[config.mk]
export PLATFORM = sky130hd
export DESIGN_NAME = reset_sequencer
export DESIGN_NICKNAME = d
export VERILOG_FILES = /design/src/rtl/reset_pkg.sv /design/src/rtl/reset_sequencer_stage_timer.sv /design/src/rtl/reset_sequencer.sv
export SDC_FILE = /design/constraint.sdc
export NUM_CORES = 1
export LEC_CHECK = 0
export BUFFER_PORTS_ARGS = -buffer_cell sky130_fd_sc_hd__buf_4
export CORE_MARGIN = 2
export CORE_UTILIZATION = 40
export DETAILED_ROUTE_END_ITERATION = 6
export GPL_ROUTABILITY_DRIVEN = 0
export HOLD_SLACK_MARGIN = 0.15
export SYNTH_ARGS = -nofsm -noshare
export SYNTH_HDL_FRONTEND = slang
export SYNTH_SLANG_ARGS = --single-unit
[constraint.sdc]
create_clock -name clk -period 5.7 [get_ports clk]
set_input_delay 0.285 -clock clk [delete_from_list [all_inputs] [get_ports clk]]
set_output_delay 0.285 -clock clk [all_outputs]
set_load 0.02 [all_outputs]
[src/rtl/reset_pkg.sv]
// Shared definitions for the GM64 staged reset sequencer: state type,
// default timing constants and the counter-width helper.
package reset_pkg;

    // Sequencer states, in the order they are visited during a cold start.
    typedef enum logic [2:0] {
        ST_HOLD     = 3'd0,
        ST_MEM_WAIT = 3'd1,
        ST_VIDEO    = 3'd2,
        ST_IO       = 3'd3,
        ST_RUN      = 3'd4,
        ST_WARM     = 3'd5
    } rst_seq_state_t;

    // Default timing in clock edges.
    localparam int RST_STAGE_DELAY = 1024;
    localparam int RST_MEM_TIMEOUT = 65535;
    localparam int RST_WARM_CYCLES = 64;

    // Width needed to hold the largest terminal count of any timed state.
    function automatic int rst_cnt_width(input int stageDelay,
                                         input int memTimeout,
                                         input int warmCycles);
        int largest;
        largest = stageDelay;
        if (memTimeout > largest) largest = memTimeout;
        if (warmCycles > largest) largest = warmCycles;
        return $clog2(largest + 1);
    endfunction

endpackage

[src/rtl/reset_sequencer_stage_timer.sv]
// Shared stage timer. Counts edges spent in the current state and raises a
// registered done flag during the cycle whose closing edge is the terminal
// edge, so the FSM can leave on exactly the N-th edge without a comb path.
module stage_timer #(
    parameter int WIDTH = 16
) (
    input  logic             i_clk,
    input  logic             i_reset,
    input  logic             i_clear,
    input  logic             i_enable,
    input  logic [WIDTH-1:0] i_terminal,
    output logic             o_done
);

    logic [WIDTH-1:0] r_count;
    logic             r_done;
    logic [WIDTH:0]   w_countNext;
    logic [WIDTH:0]   w_lastBeforeTerm;

    // One extra bit keeps the increment and the terminal-minus-one compare
    // free of wrap-around for any terminal value that fits the counter.
    assign w_countNext      = {1'b0, r_count} + (WIDTH+1)'(1);
    assign w_lastBeforeTerm = {1'b0, i_terminal} - (WIDTH+1)'(1);

    // Clear on every state change; done is pre-computed for the state being
    // entered, so a terminal count of 1 is already flagged on entry.
    always_ff @(posedge i_clk) begin
        if (i_reset) begin
            r_count <= '0;
            r_done  <= 1'b0;
        end else if (i_clear) begin
            r_count <= '0;
            r_done  <= (i_terminal == WIDTH'(1));
        end else if (i_enable) begin
            r_count <= w_countNext[WIDTH-1:0];
            r_done  <= (w_countNext == w_lastBeforeTerm);
        end
    end

    assign o_done = r_done;

endmodule

[src/rtl/reset_sequencer.sv]
// Staged reset release for the GM64 core: memory, video, I/O, then CPU.
// Also handles warm resets that restart only the CPU and I/O while running.
module reset_sequencer
    import reset_pkg::*;
#(
    parameter int STAGE_DELAY = RST_STAGE_DELAY,
    parameter int MEM_TIMEOUT = RST_MEM_TIMEOUT,
    parameter int WARM_CYCLES = RST_WARM_CYCLES
) (
    input  logic clk,
    input  logic reset,
    input  logic mem_ready,
    input  logic warm_req,
    output logic rst_mem_n,
    output logic rst_video_n,
    output logic rst_io_n,
    output logic rst_cpu_n,
    output logic sys_running,
    output logic mem_timeout
);

    localparam int CNT_W = rst_cnt_width(STAGE_DELAY, MEM_TIMEOUT, WARM_CYCLES);

    rst_seq_state_t   r_state;
    rst_seq_state_t   w_nextState;
    logic             w_timerDone;
    logic             w_timerClear;
    logic             w_timerEnable;
    logic [CNT_W-1:0] w_terminal;
    logic             w_memTimedOut;

    logic             r_rstMemN;
    logic             r_rstVideoN;
    logic             r_rstIoN;
    logic             r_rstCpuN;
    logic             r_sysRunning;
    logic             r_memTimeout;

    // Next-state decision; reset is handled in the register block so it
    // overrides everything here, including a pending warm request.
    always_comb begin
        w_nextState = r_state;
        case (r_state)
            ST_HOLD:     w_nextState = ST_MEM_WAIT;
            ST_MEM_WAIT: if (mem_ready || w_timerDone) w_nextState = ST_VIDEO;
            ST_VIDEO:    if (w_timerDone) w_nextState = ST_IO;
            ST_IO:       if (w_timerDone) w_nextState = ST_RUN;
            ST_RUN:      if (warm_req) w_nextState = ST_WARM;
            ST_WARM:     if (w_timerDone) w_nextState = ST_RUN;
            default:     w_nextState = ST_HOLD;
        endcase
    end

    // Terminal count for the state being entered or stayed in; untimed
    // states use zero so the timer never flags done there.
    always_comb begin
        w_terminal = '0;
        case (w_nextState)
            ST_MEM_WAIT: w_terminal = CNT_W'(MEM_TIMEOUT);
            ST_VIDEO:    w_terminal = CNT_W'(STAGE_DELAY);
            ST_IO:       w_terminal = CNT_W'(STAGE_DELAY);
            ST_WARM:     w_terminal = CNT_W'(WARM_CYCLES);
            default:     w_terminal = '0;
        endcase
    end

    // The timer restarts on any state change and only counts in timed states.
    always_comb begin
        w_timerClear  = (w_nextState != r_state);
        w_timerEnable = 1'b0;
        if (!w_timerClear) begin
            case (r_state)
                ST_MEM_WAIT, ST_VIDEO, ST_IO, ST_WARM: w_timerEnable = 1'b1;
                default:                               w_timerEnable = 1'b0;
            endcase
        end
    end

    // A timeout only counts when memory did not report ready on the same edge.
    assign w_memTimedOut = (r_state == ST_MEM_WAIT) && !mem_ready && w_timerDone;

    stage_timer #(
        .WIDTH(CNT_W)
    ) u_stageTimer (
        .i_clk      (clk),
        .i_reset    (reset),
        .i_clear    (w_timerClear),
        .i_enable   (w_timerEnable),
        .i_terminal (w_terminal),
        .o_done     (w_timerDone)
    );

    // State and output registers; outputs are decoded from the next state so
    // they change on the same edge as the state while staying registered.
    always_ff @(posedge clk) begin
        if (reset) begin
            r_state      <= ST_HOLD;
            r_rstMemN    <= 1'b0;
            r_rstVideoN  <= 1'b0;
            r_rstIoN     <= 1'b0;
            r_rstCpuN    <= 1'b0;
            r_sysRunning <= 1'b0;
            r_memTimeout <= 1'b0;
        end else begin
            r_state      <= w_nextState;
            r_rstMemN    <= (w_nextState != ST_HOLD);
            r_rstVideoN  <= (w_nextState == ST_VIDEO) || (w_nextState == ST_IO) ||
                            (w_nextState == ST_RUN)   || (w_nextState == ST_WARM);
            r_rstIoN     <= (w_nextState == ST_IO) || (w_nextState == ST_RUN);
            r_rstCpuN    <= (w_nextState == ST_RUN);
            r_sysRunning <= (w_nextState == ST_RUN);
            if (w_memTimedOut) begin
                r_memTimeout <= 1'b1;
            end
        end
    end

    assign rst_mem_n   = r_rstMemN;
    assign rst_video_n = r_rstVideoN;
    assign rst_io_n    = r_rstIoN;
    assign rst_cpu_n   = r_rstCpuN;
    assign sys_running = r_sysRunning;
    assign mem_timeout = r_memTimeout;

endmodule
==> impl_metrics.yaml <==
global_routing:
  grt_max_degree: 17
  grtUsageTotal_pct: 17.0
  antenna_found_initial: 0
  grt_use_met2_pct: 29.6
  globalRouteOverflowTotal: 0
  grt_pass1_vias: 1286
  top_usage_layer: "met2"
  use_met3_pct: 2.53
  grt_pass1_wl_mm: 5.87
  grt_use_met1_pct: 21.3
critical_path:
  cp-start-kind: "flip-flop"
  cpMaxStageDelayCell: "dfxtp_1"
  worst-path-buf-inv: 1
  cp_cell_sequence: "inv_1, and2_1, a211oi_1, ha_1, xor2_1, or4_1, nor3_1, nand4_1, o21ai_1"
  critical_path.top_delay_family: "simple AND/OR/NAND/NOR gates"
  arrival_ps: 2850
  cp_max_fo: 16
  max_stage_delay_ps: 630
  path_class: "flip-flop to flip-flop"
  end_kind: "flip-flop"
  crit_required_ps: 5920
sta:
  fin_tns_setup_ps: 0
  slew_violations: 0
  final_hold_viol_count: 0
  max-slew-margin-rel_pct: 25.5
  post-route-period-util_pct: 46.1
  fin_crit_ps: 2630
  finClkSkew_ps: 4.97
  setup_viol: 0
  rsz0062_at_grt: "false"
  worst_slew_pin_slew_ps: 1110
  fmax_ghz: 0.381
clocking:
  cts-buffers-inserted: 3
  cts.sinks: 25
  root_buffer: "clkbuf_8"
  cts_tree: "built"
  cts_max_path_buffers: 2
  clock_latency_ps: 280
  post_cts_resized: 0
  clk_pin_slew_ps: 100
  htreeDepth: 1
  post_cts_buffers: 0
  hold_buffers: 0
finish:
  final_cell_mix: "nor2_1 (27), dfxtp_1 (25), xor2_1 (14)"
  final_common_cell: "nor2_1"
  layout-drive-gt1-share_pct: 9.55
  syn_to_final_growth_pct: 6.86
  layout.nets: 207
  antennaDiodeCount: 0
die:
  die_w_um: 66.6
  dieArea_um2: 4440
  fp.dieH_um: 66.6
  start_util_pct: 42.2
  ios: 10
  core_area_um2: 3720
  num_rows: 22
placed_design:
  dp_hpwl_mm: 2.41
  io_buffer_count: 9
synth:
  synthArstFlopShare_pct: 0
  synth_edf_count: 0
  ys_seq_area_share_pct: 31.9
  syn_nets: 206
  yosysWarnings: 0
  synth_area_per_cell_um2: 7.88
  ys_ff_latch: 25
  synthFlopType: "dfxtp_1"
  synth_area_um2: 1570
  netlist_instances: 199
  synth_cell_types: 47
min_path:
  hp-class: "primary input to flip-flop"
drt:
  drc: 0
  vias_per_cell: 5.51
  routed_wl_mm: 3.28
  avgRoutedWirePerCell_um: 13.3
  drtPass1Iterations: 4
  vias: 1362
  antenna_left: 0
  drt_iter0_drc: 61
outcome:
  outcome: "complete, no violations"
power_and_ir_drop:
  pwr_density_cell_nw_per_um2: 206
  ir_worst_vdd_v: 0.000118
  power_leakage_nw: 0.557
  finalPower_mw: 0.346
job:
  maxCapViolations: 0
-- stage by stage --
step | instances | instance area, µm² | setup slack, ps | util [%] | hold WS [ps]
6_report | 247 | 1680 | 3070 | 45.1 | 216
2_1_floorplan | 199 | 1570 | 3550 | - | 470
4_1_cts | 247 | 1680 | 3080 | 45.1 | 205
3_5_place_dp | 243 | 1630 | 3100 | 43.7 | 491
5_1_grt | 247 | 1680 | 2830 | 45.1 | 212
3_3_place_gp | 243 | 1630 | 3220 | 43.7 | 464
-- worst reg2reg max path: stages (launching register included) --
cell and delay, ps:
dfxtp_1 630, inv_1 150, and2_1 190, a211oi_1 310
ha_1 310, xor2_1 130, or4_1 460, nor3_1 150
nand4_1 110, o21ai_1 120
-- registers in the layout (all words and copies together), names as in the netlist --
register / cells
mem_timeout: 1
r_state: 3
rst_io_n: 1
rst_mem_n: 1
rst_video_n: 1
sys_running: 1
u_stageTimer.o_done: 1
u_stageTimer.r_count: 16
-- logic make-up after synthesis --
kind of cell	Yosys count	share of synthesized area, %
AO/OA/AOI/OAI	38	15.4
XOR/XNOR	26	14.5
adder cells (fa/ha/maj)	3	2.39
buffers and inverters	18	5.67
flip-flops	25	31.9
multiplexers	2	1.28
AND/OR/NAND/NOR	87	28.8
-- routing by layer --
| layer | vias up | share of wire [%] |
|---|---|---|
| met5 | - | 0 |
| met3 | 5 | 1.6 |
| met1 | 642 | 49 |
| met4 | 0 | 1.4 |
| met2 | 11 | 48 |
| li1 | 704 | - |
-- final cells by class --
type / instances / area, µm²
clock buffer: 3 / 41.3
clock inverter: 1 / 8.76
fill: 378 / 2040
inverter: 5 / 18.8
multi-input combinational: 156 / 978
sequential: 25 / 500
tap: 48 / 60.1
timing repair buffer: 9 / 67.6
-- report_power, final --
group	internal (mW)	switching [mW]	leakage, nW
clock	0.0514	0.0638	0.0261
sequential	0.178	0.00736	0.203
combinational	0.0183	0.0270	0.328
total	0.248	0.0982	0.557
-- path summary, 6_finish.rpt --
| check | from | endpoint | slack (ps) | depth (start not counted) |
|---|---|---|---|---|
| min reg2reg | mem_timeout | mem_timeout | 510 | 2 |
| max reg2reg | r_state[0] | u_stageTimer.o_done | 3070 | 9 |
| min | reset | rst_io_n | 220 | 2 |
| max | r_state[0] | u_stageTimer.o_done | 3070 | 9 |
-- cell usage after synthesis, drive strengths merged (2+ instances only) --
cell type | instances | share of area (%)
a21oi | 12 | 3.8
ha | 3 | 2.4
a31oi | 5 | 2.0
nor2 | 27 | 6.5
inv | 5 | 1.2
nand2b | 2 | 0.80
dfxtp | 25 | 32
mux2i | 2 | 1.3
xor2 | 14 | 7.8
nand4 | 8 | 3.2
a31o | 2 | 1.1
nand3 | 12 | 4.1
clkbuf | 5 | 1.3
or3 | 3 | 1.2
o21ai | 8 | 2.6
nor3 | 6 | 1.9
xnor2 | 12 | 6.7
a211oi | 2 | 0.96
buf | 8 | 3.2
nand2 | 12 | 2.9
nor4 | 3 | 1.6
and3 | 4 | 1.6
nor2b | 2 | 0.80
Power figures use the tool's default switching activity.
